[config.mk]
export PLATFORM = sky130hd
export DESIGN_NAME = irig_b_frame_ctrl_flat
export DESIGN_NICKNAME = d
export VERILOG_FILES = /design/src/rtl/irig_b_pkg.sv /design/src/rtl/irig_b_frame_ctrl_if.sv /design/src/rtl/irig_b_bcd_check.sv /design/src/rtl/irig_b_frame_ctrl.sv /design/src/flat_wrapper.sv
export SDC_FILE = /design/constraint.sdc
export NUM_CORES = 1
export LEC_CHECK = 0
export ABC_AREA = 1
export CORE_MARGIN = 10
export CORE_UTILIZATION = 55
export DETAILED_ROUTE_END_ITERATION = 16
export MAX_ROUTING_LAYER = met4
export PLACE_DENSITY = 0.75
export SETUP_SLACK_MARGIN = 0.15
export SLEW_MARGIN = 25
export SYNTH_ARGS = -nofsm -noshare
export SYNTH_HDL_FRONTEND = slang
export SYNTH_SLANG_ARGS = --single-unit
[constraint.sdc]
create_clock -name Clk -period 5.5 [get_ports Clk]
set_clock_uncertainty 0.1 [all_clocks]
set_input_delay 0.55 -clock Clk [delete_from_list [all_inputs] [get_ports Clk]]
set_output_delay 0.55 -clock Clk [all_outputs]
set_load 0.03 [all_outputs]
[src/rtl/irig_b_pkg.sv]
// -----------------------------------------------------------------------------
// irig_b_pkg
// Shared definitions for the IRIG-B time input: symbol codes from the pulse
// classifier, frame geometry, BCD field slot positions, the frame controller
// state encoding and the packed layout of the assembled time word.
// No ports (package).
// -----------------------------------------------------------------------------
package irig_b_pkg;

  // Symbol codes produced by the pulse classifier (one-hot)
  localparam logic [2:0] IRIG_L = 3'b001;  // logic 0
  localparam logic [2:0] IRIG_P = 3'b010;  // position identifier / reference marker
  localparam logic [2:0] IRIG_H = 3'b100;  // logic 1

  // Frame geometry
  localparam int FRAME_LEN = 100;
  localparam int IDX_W     = 7;
  localparam int LAST_IDX  = FRAME_LEN - 1;

  // BCD field slots: first/last symbol index of each digit, LSB first.
  // Order: sec units, sec tens, min units, min tens, hour units, hour tens,
  //        day units, day tens, day hundreds, year units, year tens.
  localparam int NUM_FLD = 11;
  localparam int FLD_LO [NUM_FLD] = '{ 1,  6, 10, 15, 20, 25, 30, 35, 40, 50, 55};
  localparam int FLD_HI [NUM_FLD] = '{ 4,  8, 13, 17, 23, 26, 33, 38, 41, 53, 58};
  // Bit offset of each digit inside time_bcd_t (sec occupies the LSBs)
  localparam int FLD_BASE [NUM_FLD] = '{ 0,  4,  7, 11, 14, 18, 20, 24, 28, 30, 34};

  // Frame controller states
  typedef enum logic [1:0] {
    ST_HUNT = 2'd0,  // waiting for any P
    ST_ARM  = 2'd1,  // one P seen, next P is Pr
    ST_RECV = 2'd2   // receiving symbols 1..99 then Pr
  } state_t;

  // Assembled time word, each field laid out exactly like its output port
  typedef struct packed {
    logic [7:0] year;  // {tens[3:0], units[3:0]}
    logic [9:0] day;   // {hund[1:0], tens[3:0], units[3:0]}
    logic [5:0] hour;  // {tens[1:0], units[3:0]}
    logic [6:0] min;   // {tens[2:0], units[3:0]}
    logic [6:0] sec;   // {tens[2:0], units[3:0]}
  } time_bcd_t;

  localparam int TIME_W = $bits(time_bcd_t);
  localparam int POS_W  = $clog2(TIME_W);

  typedef struct packed {
    logic             hit;  // slot carries a BCD bit
    logic [POS_W-1:0] pos;  // bit position inside time_bcd_t
  } slot_map_t;

  // Map a symbol index onto its bit of the time word, if it has one
  function automatic slot_map_t map_slot(input logic [IDX_W-1:0] idx);
    slot_map_t m;
    m = '0;
    for (int f = 0; f < NUM_FLD; f++) begin
      if (int'(idx) >= FLD_LO[f] && int'(idx) <= FLD_HI[f]) begin
        m.hit = 1'b1;
        m.pos = POS_W'(FLD_BASE[f] + int'(idx) - FLD_LO[f]);
      end
    end
    return m;
  endfunction

  // Pr (index 0) and P1..P9, P0 at indices 9, 19, ..., 99
  function automatic logic is_marker_slot(input logic [IDX_W-1:0] idx);
    return (idx == '0) || ((idx % 7'd10) == 7'd9);
  endfunction

endpackage

[src/rtl/irig_b_frame_ctrl_if.sv]
// -----------------------------------------------------------------------------
// irig_b_frame_ctrl_if
// Bundle between the pulse classifier / time consumers and the IRIG-B frame
// controller.
//   Plus_type[2:0], Ready        : classified symbol and its 1-cycle strobe
//   sec/min/hour/day/year_bcd    : last published BCD time
//   frame_valid, frame_start,
//   frame_err, timeout           : 1-cycle event strobes
//   locked                       : level, time fields trustworthy
// Modports: master = classifier/consumer side, slave = frame controller.
// -----------------------------------------------------------------------------
interface irig_b_frame_ctrl_if;
  logic [2:0] Plus_type;
  logic       Ready;
  logic [6:0] sec_bcd;
  logic [6:0] min_bcd;
  logic [5:0] hour_bcd;
  logic [9:0] day_bcd;
  logic [7:0] year_bcd;
  logic       frame_valid;
  logic       frame_start;
  logic       frame_err;
  logic       timeout;
  logic       locked;

  modport master (
    output Plus_type, Ready,
    input  sec_bcd, min_bcd, hour_bcd, day_bcd, year_bcd,
    input  frame_valid, frame_start, frame_err, timeout, locked
  );

  modport slave (
    input  Plus_type, Ready,
    output sec_bcd, min_bcd, hour_bcd, day_bcd, year_bcd,
    output frame_valid, frame_start, frame_err, timeout, locked
  );
endinterface

[src/rtl/irig_b_bcd_check.sv]
// -----------------------------------------------------------------------------
// irig_b_bcd_check
// Combinational plausibility check of an assembled IRIG-B time word.
// Every units/tens digit must be a decimal digit, and the values must be in
// range: sec <= 59, min <= 59, hour <= 23, day of year 1..366.
// Ports:
//   fields  in  time_bcd_t : BCD time word to check
//   bcd_ok  out 1          : 1 when every digit and range check holds
// -----------------------------------------------------------------------------
module irig_b_bcd_check
  import irig_b_pkg::*;
(
  input  time_bcd_t fields,
  output logic      bcd_ok
);

  localparam logic [3:0] DIGIT_MAX = 4'd9;

  logic [3:0] sec_u, min_u, hour_u, day_u, day_t, year_u, year_t;
  logic [2:0] sec_t, min_t;
  logic [5:0] hour_bin;
  logic [9:0] day_bin;
  logic       digits_ok, sec_ok, min_ok, hour_ok, day_ok;

  always_comb begin
    sec_u  = fields.sec[3:0];
    sec_t  = fields.sec[6:4];
    min_u  = fields.min[3:0];
    min_t  = fields.min[6:4];
    hour_u = fields.hour[3:0];
    day_u  = fields.day[3:0];
    day_t  = fields.day[7:4];
    year_u = fields.year[3:0];
    year_t = fields.year[7:4];

    // 2- and 3-bit tens digits can never exceed 9 on their own
    digits_ok = (sec_u  <= DIGIT_MAX) && (min_u  <= DIGIT_MAX) &&
                (hour_u <= DIGIT_MAX) && (day_u  <= DIGIT_MAX) &&
                (day_t  <= DIGIT_MAX) && (year_u <= DIGIT_MAX) &&
                (year_t <= DIGIT_MAX);

    // Binary values for the ranges that do not fall on a digit boundary
    hour_bin = 6'(fields.hour[5:4]) * 6'd10 + 6'(hour_u);
    day_bin  = 10'(fields.day[9:8]) * 10'd100 + 10'(day_t) * 10'd10 + 10'(day_u);

    sec_ok  = (sec_t <= 3'd5);
    min_ok  = (min_t <= 3'd5);
    hour_ok = (hour_bin <= 6'd23);
    day_ok  = (day_bin >= 10'd1) && (day_bin <= 10'd366);

    bcd_ok = digits_ok && sec_ok && min_ok && hour_ok && day_ok;
  end

endmodule

[src/rtl/irig_b_frame_ctrl.sv]
// -----------------------------------------------------------------------------
// irig_b_frame_ctrl
// IRIG-B frame-level controller. Locks onto the 100-symbol frame using the
// double-P reference marker, checks every position-identifier slot, assembles
// the BCD time fields into a shadow word and publishes it once per frame after
// a digit/range check. A watchdog drops lock when symbols stop arriving.
// Ports:
//   Clk    in  1  : system clock (125 MHz)
//   Rst_n  in  1  : asynchronous active-low reset
//   bus    slave  : Plus_type/Ready in; BCD time, frame_valid, frame_start,
//                   frame_err, timeout (1-cycle strobes) and locked out
// Parameter:
//   TIMEOUT_CYC : Clk cycles without Ready before the stream is declared lost
// -----------------------------------------------------------------------------
module irig_b_frame_ctrl
  import irig_b_pkg::*;
#(
  parameter int TIMEOUT_CYC = 1_500_000
)(
  input logic             Clk,
  input logic             Rst_n,
  irig_b_frame_ctrl_if.slave bus
);

  localparam int WD_W = (TIMEOUT_CYC > 1) ? $clog2(TIMEOUT_CYC) : 1;
  localparam logic [WD_W-1:0] WD_LAST = WD_W'(TIMEOUT_CYC - 1);

  // Next-state / next-output values (combinational)
  state_t           state_p0;
  logic [IDX_W-1:0] idx_p0;
  logic             locked_p0, start_p0, vld_p0, err_p0, tmo_p0;
  logic [WD_W-1:0]  wd_p0;
  logic             pub_en_p0, cap_en_p0, cap_bit_p0;
  logic             frame_bad_p0, wd_expire_p0, is_p_p0, is_data_p0;
  slot_map_t        slot_p0;

  // Registered state and outputs
  state_t           state_p1;
  logic [IDX_W-1:0] idx_p1;
  logic             locked_p1, start_p1, vld_p1, err_p1, tmo_p1;
  logic [WD_W-1:0]  wd_p1;
  time_bcd_t        time_p1;
  logic [TIME_W-1:0] shadow_p1;

  logic             bcd_ok;

  irig_b_bcd_check u_bcd_check (
    .fields (time_bcd_t'(shadow_p1)),
    .bcd_ok (bcd_ok)
  );

  // ---- stage p0: symbol decode, frame FSM and watchdog next-state ----
  always_comb begin
    state_p0     = state_p1;
    idx_p0       = idx_p1;
    locked_p0    = locked_p1;
    start_p0     = 1'b0;
    vld_p0       = 1'b0;
    err_p0       = 1'b0;
    tmo_p0       = 1'b0;
    pub_en_p0    = 1'b0;
    cap_en_p0    = 1'b0;
    frame_bad_p0 = 1'b0;
    wd_p0        = wd_p1 + 1'b1;
    slot_p0      = map_slot(idx_p1);
    is_p_p0      = (bus.Plus_type == IRIG_P);
    is_data_p0   = (bus.Plus_type == IRIG_L) || (bus.Plus_type == IRIG_H);
    cap_bit_p0   = (bus.Plus_type == IRIG_H);
    // A symbol arriving on the expiry cycle keeps the stream alive
    wd_expire_p0 = !bus.Ready && (wd_p1 == WD_LAST);

    if (bus.Ready) begin
      wd_p0 = '0;
      case (state_p1)
        ST_HUNT: begin
          if (is_p_p0) state_p0 = ST_ARM;
        end
        ST_ARM: begin
          // Second consecutive P is Pr; anything else just restarts the hunt
          if (is_p_p0) begin
            start_p0 = 1'b1;
            idx_p0   = 7'd1;
            state_p0 = ST_RECV;
          end else begin
            state_p0 = ST_HUNT;
          end
        end
        ST_RECV: begin
          if (is_marker_slot(idx_p1)) begin
            if (!is_p_p0) begin
              frame_bad_p0 = 1'b1;
            end else if (idx_p1 == '0) begin
              start_p0 = 1'b1;
              idx_p0   = 7'd1;
            end else if (idx_p1 == IDX_W'(LAST_IDX)) begin
              // Every field bit was rewritten during this frame, so the
              // shadow holds only this frame's data when it is published
              if (bcd_ok) begin
                pub_en_p0 = 1'b1;
                vld_p0    = 1'b1;
                locked_p0 = 1'b1;
                idx_p0    = '0;
              end else begin
                frame_bad_p0 = 1'b1;
              end
            end else begin
              idx_p0 = idx_p1 + 7'd1;
            end
          end else begin
            if (!is_data_p0) begin
              frame_bad_p0 = 1'b1;
            end else begin
              cap_en_p0 = slot_p0.hit;
              idx_p0    = idx_p1 + 7'd1;
            end
          end
        end
        default: state_p0 = ST_HUNT;
      endcase

      if (frame_bad_p0) begin
        err_p0    = 1'b1;
        locked_p0 = 1'b0;
        state_p0  = ST_HUNT;
        idx_p0    = '0;
      end
    end else if (wd_expire_p0) begin
      wd_p0     = '0;
      tmo_p0    = 1'b1;
      locked_p0 = 1'b0;
      state_p0  = ST_HUNT;
      idx_p0    = '0;
    end
  end

  // ---- stage p1: registered control, strobes and published time ----
  always_ff @(posedge Clk or negedge Rst_n) begin
    if (!Rst_n) begin
      state_p1  <= ST_HUNT;
      idx_p1    <= '0;
      locked_p1 <= 1'b0;
      start_p1  <= 1'b0;
      vld_p1    <= 1'b0;
      err_p1    <= 1'b0;
      tmo_p1    <= 1'b0;
      wd_p1     <= '0;
      time_p1   <= '0;
    end else begin
      state_p1  <= state_p0;
      idx_p1    <= idx_p0;
      locked_p1 <= locked_p0;
      start_p1  <= start_p0;
      vld_p1    <= vld_p0;
      err_p1    <= err_p0;
      tmo_p1    <= tmo_p0;
      wd_p1     <= wd_p0;
      if (pub_en_p0) time_p1 <= time_bcd_t'(shadow_p1);
    end
  end

  // Shadow word is datapath only; it is fully rewritten before any publish
  always_ff @(posedge Clk) begin
    if (cap_en_p0) shadow_p1[slot_p0.pos] <= cap_bit_p0;
  end

  assign bus.sec_bcd     = time_p1.sec;
  assign bus.min_bcd     = time_p1.min;
  assign bus.hour_bcd    = time_p1.hour;
  assign bus.day_bcd     = time_p1.day;
  assign bus.year_bcd    = time_p1.year;
  assign bus.frame_valid = vld_p1;
  assign bus.frame_start = start_p1;
  assign bus.frame_err   = err_p1;
  assign bus.timeout     = tmo_p1;
  assign bus.locked      = locked_p1;

endmodule
[src/flat_wrapper.sv]
// flat-port wrapper written by rule: the top's interface ports become plain ports
module irig_b_frame_ctrl_flat import irig_b_pkg::*;
#(
  parameter int TIMEOUT_CYC = 1_500_000
)
  (Clk, Rst_n, bus_Plus_type, bus_Ready, bus_sec_bcd, bus_min_bcd, bus_hour_bcd, bus_day_bcd, bus_year_bcd, bus_frame_valid, bus_frame_start, bus_frame_err, bus_timeout, bus_locked);
  irig_b_frame_ctrl_if bus_i ();
  input logic Clk;
  input logic Rst_n;
  input wire logic [$bits(bus_i.Plus_type)-1:0] bus_Plus_type;
  input wire logic [$bits(bus_i.Ready)-1:0] bus_Ready;
  output wire logic [$bits(bus_i.sec_bcd)-1:0] bus_sec_bcd;
  output wire logic [$bits(bus_i.min_bcd)-1:0] bus_min_bcd;
  output wire logic [$bits(bus_i.hour_bcd)-1:0] bus_hour_bcd;
  output wire logic [$bits(bus_i.day_bcd)-1:0] bus_day_bcd;
  output wire logic [$bits(bus_i.year_bcd)-1:0] bus_year_bcd;
  output wire logic [$bits(bus_i.frame_valid)-1:0] bus_frame_valid;
  output wire logic [$bits(bus_i.frame_start)-1:0] bus_frame_start;
  output wire logic [$bits(bus_i.frame_err)-1:0] bus_frame_err;
  output wire logic [$bits(bus_i.timeout)-1:0] bus_timeout;
  output wire logic [$bits(bus_i.locked)-1:0] bus_locked;
  assign bus_i.Plus_type = bus_Plus_type;
  assign bus_i.Ready = bus_Ready;
  assign bus_sec_bcd = bus_i.sec_bcd;
  assign bus_min_bcd = bus_i.min_bcd;
  assign bus_hour_bcd = bus_i.hour_bcd;
  assign bus_day_bcd = bus_i.day_bcd;
  assign bus_year_bcd = bus_i.year_bcd;
  assign bus_frame_valid = bus_i.frame_valid;
  assign bus_frame_start = bus_i.frame_start;
  assign bus_frame_err = bus_i.frame_err;
  assign bus_timeout = bus_i.timeout;
  assign bus_locked = bus_i.locked;
  irig_b_frame_ctrl #(.TIMEOUT_CYC(TIMEOUT_CYC)) u_core (.Clk(Clk), .Rst_n(Rst_n), .bus(bus_i));
endmodule
Word-level counts from Yosys, hierarchy flattened:

Cells that the tools add are included.

* bits in registers: 111
* input port bits: 6

* add/subtract/negate cells: 26
* equal/unequal tests: 21
* multipliers: 3
* magnitude comparators: 36
* divide/modulo/power cells: 1
* reduce and logical (&&, ||, !) cells: 33
* mux-type cells: 71

Operator list (count)
* 2-to-1 mux 7 bit: 21
* 2-to-1 mux 21 bit: 2
* bitwise mux 38 bit: 1
* 2-to-1 mux 1 bit: 38
* <= comparator 7 x 6 -> 1 bit (second input constant): 5
* adder 5 x 6 -> 6 bit (first input constant): 5
* subtractor 6 bit (second input constant): 5
* >= comparator 7 x 6 -> 1 bit (second input constant): 4
* <= comparator 4 bit (second input constant): 7
* logical AND 1 bit: 24
* subtractor 6 x 5 -> 6 bit (second input constant): 4
* adder 21 x 1 -> 21 bit (second input constant): 1
* == test 21 bit (second input constant): 1
* >= comparator 7 x 5 -> 1 bit (second input constant): 3
* <= comparator 7 x 5 -> 1 bit (second input constant): 3
* != test 3 x 1 -> 1 bit (second input constant): 5
* >= comparator 7 x 4 -> 1 bit (second input constant): 2
* <= comparator 7 x 4 -> 1 bit (second input constant): 2
* case mux 7 bit (2 select lines): 1
* adder 3 x 6 -> 6 bit (first input constant): 2
* adder 4 x 6 -> 6 bit (first input constant): 2
* adder 10 x 4 -> 10 bit: 1
* adder 9 x 8 -> 10 bit: 1
* >= comparator 10 x 1 -> 1 bit (second input constant): 1
* other kinds (43): 50

Longest topological paths before layout:

Gate-level depths: netlist of run 1.

* word-level depth: 20
* mapped depth: 30

Modules after synthesis:

From an unflattened synthesis of run 1, not the netlist that was laid out.

* cells, all modules: 969
* area, all modules: 7338.3 um^2

By module, submodules not included
* irig_b_frame_ctrl: instances 1, area each 6541.3 um^2, seq. area each 2967.8 um^2, cells each 845
* irig_b_bcd_check: instances 1, area each 797.0 um^2, seq. area each 0.0 um^2, cells each 124

Worst setup path before layout of run 1:

OpenSTA, ideal clock, no wires.

* path kind: flip-flop to flip-flop
* start: register u_core.shadow_p1[27]
* end: register u_core.idx_p1[3]
* data arrival time: 3585 ps
* setup time: 121 ps
* path slack: 1694 ps
* buffers on the path: 1
* stages on the path, launching flop included: 21
* path through: edfxtp_1 > ha_1 > ha_1 > fa_1 > xor2_1 > ha_1 > ha_1 > or2_2 > nand2_1 > nand2_1 > nor3_1 > nand2_1 > o2111ai_1 > a21oi_1 > nand2_2 > nand3_2 > nand3_2 > nand2_2 > buf_6 > nand2_1 > o21ai_1

* longest elaborated chain between the ends: 17
* elaborated cells on any way between the ends: 29
* classes of those cells: add/sub (2); mul (1); order compare (3); eq/ne (5); mux (9); reduce/logical (9)

RTL lines
* start: declaration: line irig_b_frame_ctrl.sv:43 `logic [TIME_W-1:0] shadow_p1;`
* start signal: indexed assignment: line irig_b_frame_ctrl.sv:163 `if (cap_en_p0) shadow_p1[slot_p0.pos] <= cap_bit_p0;`
* parallel branches: the longest is 7 deep, another holds adder 9 x 8 -> 10 bit
* logical AND 1 bit (*): line irig_b_bcd_check.sv:51 `bcd_ok = digits_ok && sec_ok && min_ok && hour_ok && day_ok;`
* 2-to-1 mux 1 bit: line irig_b_frame_ctrl.sv:98 `if (bcd_ok) begin`
* 2-to-1 mux 1 bit: line irig_b_frame_ctrl.sv:95 `end else if (idx_p1 == IDX_W'(LAST_IDX)) begin`
* 2-to-1 mux 1 bit: line irig_b_frame_ctrl.sv:92 `end else if (idx_p1 == '0) begin`
* 2-to-1 mux 1 bit: line irig_b_frame_ctrl.sv:90 `if (!is_p_p0) begin`
* 2-to-1 mux 1 bit: line irig_b_frame_ctrl.sv:89 `if (is_marker_slot(idx_p1)) begin`
* 2-to-1 mux 1 bit: line irig_b_frame_ctrl.sv:74 `case (state_p1)`
* 2-to-1 mux 1 bit: line irig_b_frame_ctrl.sv:72 `if (bus.Ready) begin`
* != test 7 x 5 -> 1 bit (no source line), or another cell as far along
* AND reduction 6 bit (no source line) / 2-to-1 mux 7 bit (equally long branches)
* end signal: assignment: line irig_b_frame_ctrl.sv:150 `idx_p1 <= idx_p0;`
* end: declaration: line irig_b_frame_ctrl.sv:39 `logic [IDX_W-1:0] idx_p1;`

Every way passes the cells marked *. The select of a mux whose other input is x is not followed.
A chain may end at the register's enable or synchronous reset.

Worst setup path after layout of run 1:

* start: register u_core.shadow_p1[27]
* end: register u_core.time_p1 (netlist bit u_core.bus.hour_bcd[3])

* longest elaborated chain between the ends: 15
* elaborated cells on any way between the ends: 21
* classes of those cells: add/sub (2); mul (1); order compare (3); mux (7); reduce/logical (8)

RTL lines
* parallel branches: the longest is 7 deep, another holds adder 9 x 8 -> 10 bit
* logical AND 1 bit (*): line irig_b_bcd_check.sv:51
* 2-to-1 mux 1 bit (*): line irig_b_frame_ctrl.sv:98
* 2-to-1 mux 1 bit (*): line irig_b_frame_ctrl.sv:95
* 2-to-1 mux 1 bit (*): line irig_b_frame_ctrl.sv:92
* 2-to-1 mux 1 bit (*): line irig_b_frame_ctrl.sv:90
* 2-to-1 mux 1 bit (*): line irig_b_frame_ctrl.sv:89
* 2-to-1 mux 1 bit (*): line irig_b_frame_ctrl.sv:74
* 2-to-1 mux 1 bit (*): line irig_b_frame_ctrl.sv:72
* end signal: assignment: line irig_b_frame_ctrl.sv:157 `if (pub_en_p0) time_p1 <= time_bcd_t'(shadow_p1);`
* end: declaration: line irig_b_frame_ctrl.sv:42 `time_bcd_t time_p1;`

Every way passes the cells marked *.

==> run summary, run 1 <==
The run finished with clean final reports. The tools report the number of DRC violations after detailed routing as 0. STA puts the critical path data arrival time at 4500 ps. Count of buffers added by post-CTS timing repair for setup: 0.

In this run the worst hold path is classified as in -> async. The number of cells on the worst reg-to-reg path is 16. The maximum fanout along the worst path is 41. The layout cell share with drive strength beyond 1 came out at 8.54%. The vertical extent of the die is 136 um, and the peak supply drop is 169 uV. The maximum clock insertion buffer count is 2.

The tools report the end of the worst register-to-register path as u_core.bus.hour_bcd[3]$_DFFE_PN0P_. After layout, the worst path uses 79.0% of the clock period. In the synthesized netlist the async set-or-reset flop fraction comes to 65.8%. For the number of endpoints with negative hold slack in the final report, the log shows 0. The shortest period the worst path allows is 4350 ps. Total power density per cell area: 224 nW/um2.

For the total half-perimeter wirelength after legalization and detailed placement, the log shows 12600 um. Setup repair after global routing left no endpoint under its margin. The tools report the leakage power total as 3.96 nW. During synthesis, Yosys emitted a total of 0 warnings. The required time of the worst setup path came out at 5660 ps.

Number of slew-limit violations in the final report: 0. In this run the critical register-to-register path is launched from u_core.shadow_p1[27]$_DFFE_PP_. The wire length on met1 came out at 8000 um. Via count of the first global-routing pass: 5816.

The initial utilization of the core area, before any placement, comes to 56.1%. The signal on the critical path passes through ha_1 > ha_1 > fa_1 > xor2_1 > ha_1 > ha_1 > or2_2 > nand2_1 > o31ai_1 > nand2_1 > o2111ai_1 > nor3_1 > nand4_4 > nand2_1 > a21boi_1 > inv_1. For this run, the register share of the synthesized area comes to 40.0%. For the I/O pin total, the log shows 49. In this run the tightest slew margin relative to its limit is 40.9%. The tools report the total number of nets in the final design as 1004.

The sink count of the clock tree came out at 111. The synthesized netlist contains 61 unique library cells. Counting flops with a built-in enable in the synthesized netlist gives 38.

The tools report the sum of negative setup slack as 0 ps. Wire segments on met3 add up to 977 um in the final route. The initial antenna violation count came out at 0. Gates resized during post-CTS repair numbered 0. The largest net degree at the start of global routing was 74; the overall die width was 136 um. The number of antenna diodes is 0, and the internal reg-to-reg setup slack is 1150 ps. The area of the mapped netlist is 7430 um2.

Once layout is done, the placed cells without fillers occupy 8270 um2. In this run the core area contains 42 standard-cell rows. Sort of element at the start of the critical path: a flip-flop. Once detail routing completed, the nets flagged for antenna violations numbered 0. The first detailed-routing pass ran for 5 iterations. After detailed routing, the average wire length per cell comes to 15.1 um. In the synthesized netlist the dominant register cell turns out to be sky130_fd_sc_hd__dfrtp_1. At the end of routability-driven placement, the weighted congestion stood at 0.980. The largest delay contributor family on the critical path was adder cells.

The synthesized area divided by synthesized cell count is 8.12 um2. CTS placed an instance of sky130_fd_sc_hd__clkbuf_16 at the clock tree root. The net count after synthesis was 964; the wire length of the first global-routing pass was 28700 um. The sum of buffers and inverters on the critical path came out at 1. The master of the slowest instance on the critical path is sky130_fd_sc_hd__nand4_4. Clock tree synthesis inserted a total of 9 buffers. The initial DRC count came out at 623.

For this run, the total global-route usage over all layers was measured as 19.7%. After clock tree synthesis, the clock-pin slew on the worst setup and hold paths is 80 ps. The area growth from synthesis to layout is 11.4%. The remaining global-route overflow came out at 0.

The placeable core region is 13200 um2. The sum of met2 wire segment lengths after detailed routing is 7800 um. In this run the tool buffered the top-level ports with 48 buffer cells. Most used cell along the critical path: sky130_fd_sc_hd__ha_1. The die covers 18500 um2.

The number of buffers added to fix hold violations after cts was 0. Summing all placed instances gives a cell area of 7950 um2. Based on the critical path, the design can be clocked at up to 0.230 GHz. For the pin with the worst max-slew slack, the measured transition is 887 ps.

Synthesis produced 915 cells. The tool flagged a number of max-cap violations equal to 0. The total routed wirelength is 17100 um, and the total of endpoints with negative setup slack in the final report is 0.

TritonCTS built the clock tree. Counting flops and latches in the post-synthesis netlist gives 111. The clock latency of the later-clocked register in the worst-skew pair is 360 ps. Critical path class: reg -> reg. On the worst path, the slowest cell contributes a delay of 520 ps. After detailed routing, no signal wire sits above met4.

The total number of H-tree levels was 3; the via count normalized by instance count was 5.42. Sort of element at the end of the critical path: a flip-flop. The routed via count is 6152.
-- Yosys cell counts, drive strengths merged (3+ instances only) --
cell,count,share of area [%]
or2,3,0.25
nand3,53,4.2
nand4,14,1.5
ha,38,6.4
o21ai,56,3.9
edfxtp,38,15
nor4,4,0.42
xnor2,4,0.47
a31oi,6,0.59
xor2,21,2.5
nor3,16,1.1
o211ai,7,0.71
dfrtp,73,25
a21boi,35,3.5
fa,5,1.3
buf,20,2.5
a21oi,43,3.2
o31ai,6,0.61
nand2,194,11
nor2,113,6.2
inv,142,7.2
-- metrics by stage --
step	util [%]	power [mW]	hold WS (ps)	setup slack (ps)	std cells
5_1_grt	62.4	1.93	149	714	1136
2_1_floorplan	-	1.11	154	1690	915
6_report	62.4	1.85	83.0	1150	1136
4_1_cts	62.4	1.86	263	1140	1136
3_3_place_gp	60.1	1.20	335	1250	1120
3_5_place_dp	60.1	1.20	341	1120	1120
-- sequential cells by signal, indices dropped and copies added (netlist names) --
name,count
u_core.bus.frame_valid,1
u_core.shadow_p1,38
u_core.bus.sec_bcd,7
u_core.bus.frame_err,1
u_core.bus.min_bcd,7
u_core.wd_p1,21
u_core.bus.day_bcd,10
u_core.bus.frame_start,1
u_core.bus.hour_bcd,6
u_core.bus.locked,1
u_core.bus.year_bcd,8
u_core.state_p1,2
u_core.bus.timeout,1
u_core.idx_p1,7
-- placed cells by master, fill, tap and decap left out, drive strengths merged, types with 5 or more instances in the layout --
master / netlist / layout
xor2: 21 / 21
nor3: 16 / 16
o211ai: 7 / 7
a31oi: 6 / 6
nand2: 194 / 194
inv: 142 / 145
a21boi: 35 / 35
dfrtp: 73 / 73
nand4: 14 / 14
o21ai: 56 / 56
o31ai: 6 / 6
clkbuf: 1 / 9
nand3: 53 / 53
a21oi: 43 / 43
clkdlybuf4s50: 0 / 47
fa: 5 / 5
ha: 38 / 38
edfxtp: 38 / 38
nor2: 113 / 113
-- kinds of logic after synthesis --
family                   Yosys count  synth area share [%]
flip-flops                       111                  40.0
buffers and inverters            164                  9.84
XOR/XNOR                          25                  2.95
AO/OA/AOI/OAI                    171                  14.9
AND/OR/NAND/NOR                  401                  24.6
adder cells (fa/ha/maj)           43                  7.75
-- per-layer routing --
layer | up-vias | track usage (%)
met5 | - | -
li1 | 3082 | -
met2 | 168 | 30.8
met1 | 2876 | 25.4
met4 | 0 | 6.80
met3 | 26 | 3.25
-- worst max path at each step --
stage	end	start	depth (start not counted)
floorplan	u_core.idx_p1[3]$_DFFE_PN0P_	u_core.shadow_p1[27]$_DFFE_PP_	20
global placement	u_core.bus.sec_bcd[2]$_DFFE_PN0P_	u_core.shadow_p1[27]$_DFFE_PP_	16
detailed placement	u_core.bus.hour_bcd[3]$_DFFE_PN0P_	u_core.shadow_p1[27]$_DFFE_PP_	16
CTS	u_core.bus.hour_bcd[3]$_DFFE_PN0P_	u_core.shadow_p1[27]$_DFFE_PP_	16
global route	u_core.bus.day_bcd[4]$_DFFE_PN0P_	u_core.shadow_p1[27]$_DFFE_PP_	17
finish	u_core.bus.hour_bcd[3]$_DFFE_PN0P_	u_core.shadow_p1[27]$_DFFE_PP_	16
-- layout make-up --
class	instances	area, um2
clock buffer	9	225
fill	1152	4970
clock inverter	7	87.6
inverter	143	542
timing repair buffer	50	497
sequential	111	2970
tap	176	220
multi-input combinational	640	3730
-- power by group --
part | internal (mW) | switching, mW | total, mW
Combinational | 0.0895 | 0.222 | 0.312
Sequential | 0.859 | 0.0112 | 0.871
Clock | 0.327 | 0.340 | 0.668
Total | 1.28 | 0.574 | 1.85
No activity file was read; power rests on OpenSTA's default activity.
==> run 2: changes to the inputs <==
==> constraint.sdc (replaced) <==
create_clock -name Clk -period 4.3 [get_ports Clk]
set_clock_uncertainty 0.1 [all_clocks]
set_input_delay 0.43 -clock Clk [delete_from_list [all_inputs] [get_ports Clk]]
set_output_delay 0.43 -clock Clk [all_outputs]
set_load 0.03 [all_outputs]
==> run 2 against run 1 <==
Against the previous run:
- non-clock buffer count increased by 24
- fmax grew 8.1%
- clock power is 17% higher
- largest cell class unchanged
- register-to-register slack lost 870 ps
- core utilization grew 2.0 points
==> run summary, run 2 (synthesized netlist as in run 1, its figures left out) <==
The logs give 0.249 GHz (+8.1%) for the timing-limited maximum frequency and 20.4% (+0.73 points) for the aggregate global-route resource usage. The tools report the total number of nets in the final design as 1029 (+2.5%). The tools report the via count of the first global-routing pass as 6041 (+3.9%). The run gives 49 (unchanged) as the I/O pin total.

The tools report the net switching component of the power as 0.696 mW (+21%). The placed instance count is 1134 (+1.3%). The placeable core region was 13200 um2 (unchanged). The tools report the maximum clock insertion buffer count as 2 (unchanged).

In the layout the commonest cells are 175 x sky130_fd_sc_hd__nand2_1, 131 x sky130_fd_sc_hd__inv_1, 106 x sky130_fd_sc_hd__nor2_1. Via count normalized by instance count: 5.45 (+0.61%). Sort of element at the start of the critical path: a flip-flop. The total half-perimeter wirelength after legalization and detailed placement was 13100 um (+4.0%); the vertical extent of the die was 136 um (unchanged).

The min-delay analysis places its worst path in the category reg -> reg. The overall die width works out to 136 um (unchanged). The design area came out at 8540 um2 (+3.3%). The first-pass iteration count of the detailed router was 5 (unchanged). The actual transition at the worst max-transition pin works out to 667 ps (-220 ps). Number of DRC violations after detailed routing: 0 (unchanged). The worst path arrival time is 4160 ps (-340 ps).

Compared with the post-synthesis result, the final layout area differs by 15.0%. The clock input transition at the sequential cells of the worst setup and hold paths works out to 70 ps (about the same). For the initial antenna violation count, the log shows 0 (unchanged). The run gives 2970 um2 (unchanged) as the total area of sequential cells. The total number of H-tree levels is 3 (unchanged), and the multi-input gate area in the final layout is 3820 um2 (+2.4%). The wire length of the first global-routing pass was 30000 um (+4.7%); the number of buffers created by CTS was 9 (unchanged).

The share of total power consumed by net switching works out to 30.1% (-0.94 points). The tools report the total of endpoints with negative setup slack in the final report as 0 (unchanged). The number of max-cap violations is 0 (unchanged). Register with the most flip-flops: u_core.shadow_p1. The number of slew-limit violations in the final report was 0 (unchanged); the layout cell share with drive strength beyond 1 was 11.4% (+2.8 points).

The critical path class was reg -> reg. The flow ran to the end, and the final reports show no timing, DRC or antenna violations. The filler-free cell count of the finished design is 1161 (+2.2%), and the peak supply drop is 209 uV (+23%). The tools report the largest net degree at the start of global routing as 74 (unchanged).

Required time of the worst setup path: 4440 ps (-1220 ps). TritonCTS built the clock tree. The remaining max-slew budget at the tightest pin is 55.1% (+14 points). For the full die area, the log shows 18500 um2 (unchanged).

The fraction of power consumed by sequential logic is 48.2% (+1.1 points), and the shortest period the worst path allows is 4020 ps (-327 ps). The leakage power total was 4.08 nW (+3.0%); the total routed wirelength was 18300 um (+6.7%). The remaining global-route overflow is 0 (unchanged).

The clock latency of the later-clocked register in the worst-skew pair was 350 ps (about the same). The tools report the number of placement rows as 42 (unchanged). The sum of negative setup slack is 0 ps (unchanged), and the total power density per cell area is 271 nW/um2 (+21%).

Clock tree synthesis selected as its root buffer the cell sky130_fd_sc_hd__clkbuf_16. The maximum fanout along the worst path is 18 (-56%), and the number of endpoints with negative hold slack in the final report is 0 (unchanged). Setup repair after global routing could not meet its margin everywhere. Number of routed nets with antenna violations: 0 (unchanged). The proportion of power drawn by combinational gates was 17.9% (+1.0 points); the final period utilization was 93.5% (+14 points). The number of antenna diodes was 0 (unchanged). Leaving out fill and tap cells, the most frequent cell in the layout is sky130_fd_sc_hd__nand2_1.

The internal power consumption is 1.62 mW (+27%). The run gives 8070 um2 (+1.5%) as the post-placement cell area. For the clock network fraction of total power, the log shows 33.9% (-2.2 points).

Sort of element at the end of the critical path: a flip-flop. The routed via count is 6326 (+2.8%). The logs give 0.960 (-2.1%) for the last weighted congestion value of the routability-driven placer and 56.1% (unchanged) for the starting density of the core.

The number of fill cells came out at 1141 (-0.95%). The number of flip-flops in the largest register was 38 (unchanged); the initial DRC count was 557 (-11%). Total of buffers placed on input and output ports: 48 (unchanged).

The average routed wire per standard cell works out to 15.7 um (+4.4%). The sink count of the clock tree was 111 (unchanged).
==> run 2: cell types whose count changed in the layout (fill, tap and decap cells not counted), moves of 2 or more <==
cell,delta
sky130_fd_sc_hd__nand3_2,-2
sky130_fd_sc_hd__clkinv_2,+2
sky130_fd_sc_hd__nor3_2,+3
sky130_fd_sc_hd__clkinv_4,+2
sky130_fd_sc_hd__clkinv_8,-3
sky130_fd_sc_hd__nand3_4,+2
sky130_fd_sc_hd__buf_4,+21
sky130_fd_sc_hd__nor3_1,-3
sky130_fd_sc_hd__buf_12,+3
==> run 2: power groups by stage <==
stage / Clock, mW / Combinational (mW) / Sequential, mW
final: 0.784 / 0.414 / 1.12
after global routing: 0.837 / 0.466 / 1.12
after CTS: 0.794 / 0.397 / 1.11
after detailed placement: 0 / 0.395 / 1.14
after global placement: 0 / 0.393 / 1.14
after floorplan: 0 / 0.293 / 1.13
==> run 2: repair_timing <==
item                                   in CTS  in global routing
pin swaps                                   1                  5
endpoints found under the hold margin       0                 32
setup buffers                               1                  7
hold buffers                                0                  1
resized for setup                           3                 10
setup endpoints to repair                  43                 48
gates cloned                                1                  0
==> run 2: final timing paths <==
path	from	end	slack, ps	cells after the start
max in group asynchronous	Rst_n	u_core.bus.year_bcd[7]$_DFFE_PN0P_	3050	3
worst max-delay path	u_core.shadow_p1[26]$_DFFE_PP_	u_core.bus.hour_bcd[4]$_DFFE_PN0P_	280	19
min in group asynchronous	Rst_n	u_core.wd_p1[1]$_DFF_PN0_	470	2
worst max register to register	u_core.shadow_p1[26]$_DFFE_PP_	u_core.bus.hour_bcd[4]$_DFFE_PN0P_	280	19
worst min register to register	u_core.shadow_p1[34]$_DFFE_PP_	u_core.bus.year_bcd[4]$_DFFE_PN0P_	360	2
worst min-delay path	u_core.shadow_p1[34]$_DFFE_PP_	u_core.bus.year_bcd[4]$_DFFE_PN0P_	360	2
==> run 2: area by class of cell <==
| class | instances | area share, % |
|---|---|---|
| Multi-Input combinational cell | 641 | 44.7 |
| Clock inverter | 6 | 0.542 |
| Timing Repair Buffer | 74 | 8.35 |
| Tap cell | 176 | 2.58 |
| Clock buffer | 10 | 2.68 |
| Inverter | 143 | 6.34 |
| Sequential cell | 111 | 34.8 |
==> run 2: stage by stage <==
step | setup WS, ps | hold WS (ps) | total power [mW] | utilization [%]
after global routing | 99.4 | 390 | 2.42 | 64.5
after CTS | 190 | 160 | 2.31 | 63.4
final | 281 | 356 | 2.31 | 64.5
after detailed placement | -44.0 | 342 | 1.53 | 60.9
after floorplan | 494 | 34.4 | 1.42 | -
after global placement | 117 | 323 | 1.53 | 60.9
==> run 2: worst max-delay path: stages (launching register included) <==
cell and delay [ps]:
sky130_fd_sc_hd__edfxtp_1 460, sky130_fd_sc_hd__ha_1 310, sky130_fd_sc_hd__inv_1 40, sky130_fd_sc_hd__fa_1 480, sky130_fd_sc_hd__inv_1 70, sky130_fd_sc_hd__fa_1 460
sky130_fd_sc_hd__a21oi_1 180, sky130_fd_sc_hd__nor2_1 70, sky130_fd_sc_hd__or2_2 280, sky130_fd_sc_hd__nand2_1 90, sky130_fd_sc_hd__nand2_1 80, sky130_fd_sc_hd__nor3_2 180
sky130_fd_sc_hd__nand2_1 110, sky130_fd_sc_hd__o2111ai_4 270, sky130_fd_sc_hd__nor3_2 80, sky130_fd_sc_hd__nand3_2 180, sky130_fd_sc_hd__nor2_4 70, sky130_fd_sc_hd__buf_12 160
sky130_fd_sc_hd__a21boi_1 170, sky130_fd_sc_hd__inv_1 50
==> run 2: layer usage <==
metal / share of wire (%) / global-route usage, % / wire length (um)
met5: 0 / - / 0
met4: 1.9 / 5.33 / 349
met3: 5.5 / 2.99 / 999
met2: 47 / 32.7 / 8510
met1: 46 / 26.6 / 8410
==> edit: new RTL, config.mk and constraints of run 2 <==
`TIMEOUT_CYC` is set to 1_500_000 in 2 places; all go to 3_000_000.
--- a/src/rtl/irig_b_frame_ctrl.sv
+++ b/src/rtl/irig_b_frame_ctrl.sv
@@ -17,3 +17,3 @@
 #(
-  parameter int TIMEOUT_CYC = 1_500_000
+  parameter int TIMEOUT_CYC = 3_000_000
 )(
--- a/src/flat_wrapper.sv
+++ b/src/flat_wrapper.sv
@@ -3,3 +3,3 @@
 #(
-  parameter int TIMEOUT_CYC = 1_500_000
+  parameter int TIMEOUT_CYC = 3_000_000
 )
Formal check against the unedited RTL: same outputs for any inputs over 4 cycles, from zero or initial values and one cycle with Rst_n low; that may be too few to reach the edited logic, so the function may still have changed.
==> edit against run 2 <==
Area after synthesis shrank 0.96%. Setup slack lost 0.12 ns. Final area grew 0.72%. Wire length grew 2.1%. Count of clock-buffer cells in the layout is the same. Final cell count shrank 0.95%. Sequential cell count grew 1. Fmax shrank 3.0%. Global-route usage shrank 0.89 points. Power grew 8.0%. Combinational power grew 46%. First-iteration DRC count grew 14%. Sequential share of layout area is essentially flat. Critical path type unchanged. Critical endpoint is now u_core.bus.day_bcd[2].
==> edit: results (changes against run 2) <==
| Metric | Value |
|---|---|
| Status | finished clean (unchanged) |
| Crit path DAT | 4.27 ns (was 4.16 ns) |
| Commonest cells in the netlist | nand2_1, inv_1, nor2_1, dfrtp_1, nand3_1 (unchanged) |
| Sw Pwr | 822 µW (was 696 µW) |
| RR Startpoint | u_core.shadow_p1[27] (was u_core.shadow_p1[26]) |
| GRT Util Overall | 0.195 (was 0.204) |
| Initial DRC Count | 635 (was 557) |
| DP Wirelength | 12900 µm (was 13100 µm) |
| Met3 WL | 1200 µm (was 999 µm) |
| R2R Setup Slk | 0.16 ns (was 0.28 ns) |
| Ys async rst share | 0.661 (was 0.658) |
| Adder-cell share of the synthesized area | 0.0766 (was 0.0775) |
| Post-synthesis mux area share | 0.0517 (was 0) |
| Final cell count without fillers | 1150 (was 1161) |
| GRT met1 Usage | 0.249 (was 0.266) |
| Synth Area in XOR/XNOR | 0.0274 (was 0.0295) |
| GR Layer Usage met3 | 0.0367 (was 0.0299) |
| Placer's final routability congestion estimate | 0.956 (was 0.960) |
| Met2 wire len | 8940 µm (was 8510 µm) |
| Clk network pwr share | 0.302 (was 0.339) |
| Sequential-to-total area share from yosys stat | 0.407 (was 0.400) |
| Peak supply drop | 225 µV (was 209 µV) |
| Slowest cell delay on critical path | 0.45 ns (was 0.48 ns) |
| Cells on worst reg2reg path | 21 (was 19) |
| Cell at the slowest stage of the critical path | edfxtp_1 (was fa_1) |
| Vias in the first global route | 5943 (was 6041) |
| Global-route wire length before repair | 28800 µm (was 30000 µm) |
| Routed Wire Length | 18600 µm (was 18300 µm) |
| Inst Count DP | 1117 (was 1134) |
| Max-slew headroom | 0.314 (was 0.551) |
| Number of synthesized flops with an enable pin | 38 (unchanged) |
| Routed vias/inst | 5.48 (was 5.45) |
| Crit path max fanout | 7 (was 18) |
| Placed cell area | 8020 µm² (was 8070 µm²) |
| Crit-path leading delay family | adder cells (unchanged) |
| Fill count | 1096 (was 1141) |
| Met2 Resource Use GR | 0.313 (was 0.327) |
| Syn_nets | 952 (was 964) |
| Largest cells by area after synthesis | dfrtp_1, edfxtp_1, nand2_1 (unchanged) |
| Syn Inst Count | 904 (was 915) |
| Setup Fix Bufs, Post-CTS | 0 (was 1) |
| Share of post-route cells with drive strength above 1 | 0.111 (was 0.114) |
| Synth Area in Compound Gates | 0.100 (was 0.149) |
| Synth unique cells | 52 (was 61) |
## edit: how the worst max path moves through the flow
| stage | startpoint | to | slack [ns] | depth (start not counted) |
|---|---|---|---|---|
| after global placement | u_core.shadow_p1[27] | u_core.bus.year_bcd[2] | 0.33 | 19 |
| after CTS | u_core.shadow_p1[25] | u_core.bus.hour_bcd[2] | 0.19 | 19 |
| after floorplan | u_core.shadow_p1[27] | u_core.bus.day_bcd[0] | 0.55 | 19 |
| after global routing | u_core.shadow_p1[27] | u_core.bus.day_bcd[2] | -0.03 | 21 |
| final | u_core.shadow_p1[27] | u_core.bus.day_bcd[2] | 0.16 | 21 |
| after detailed placement | u_core.shadow_p1[25] | u_core.bus.hour_bcd[2] | 0.21 | 19 |
## edit: final cells by class
cell class              instances  area [µm²]  area share
multi-input cells             624        3770       0.439
well taps                     176         220      0.0256
repair buffers                 78         802      0.0932
inverters                     145         547      0.0636
clock buffers                  10         229      0.0266
flip-flops and latches        112        2990       0.348
clock inverters                 5        35.0     0.00407
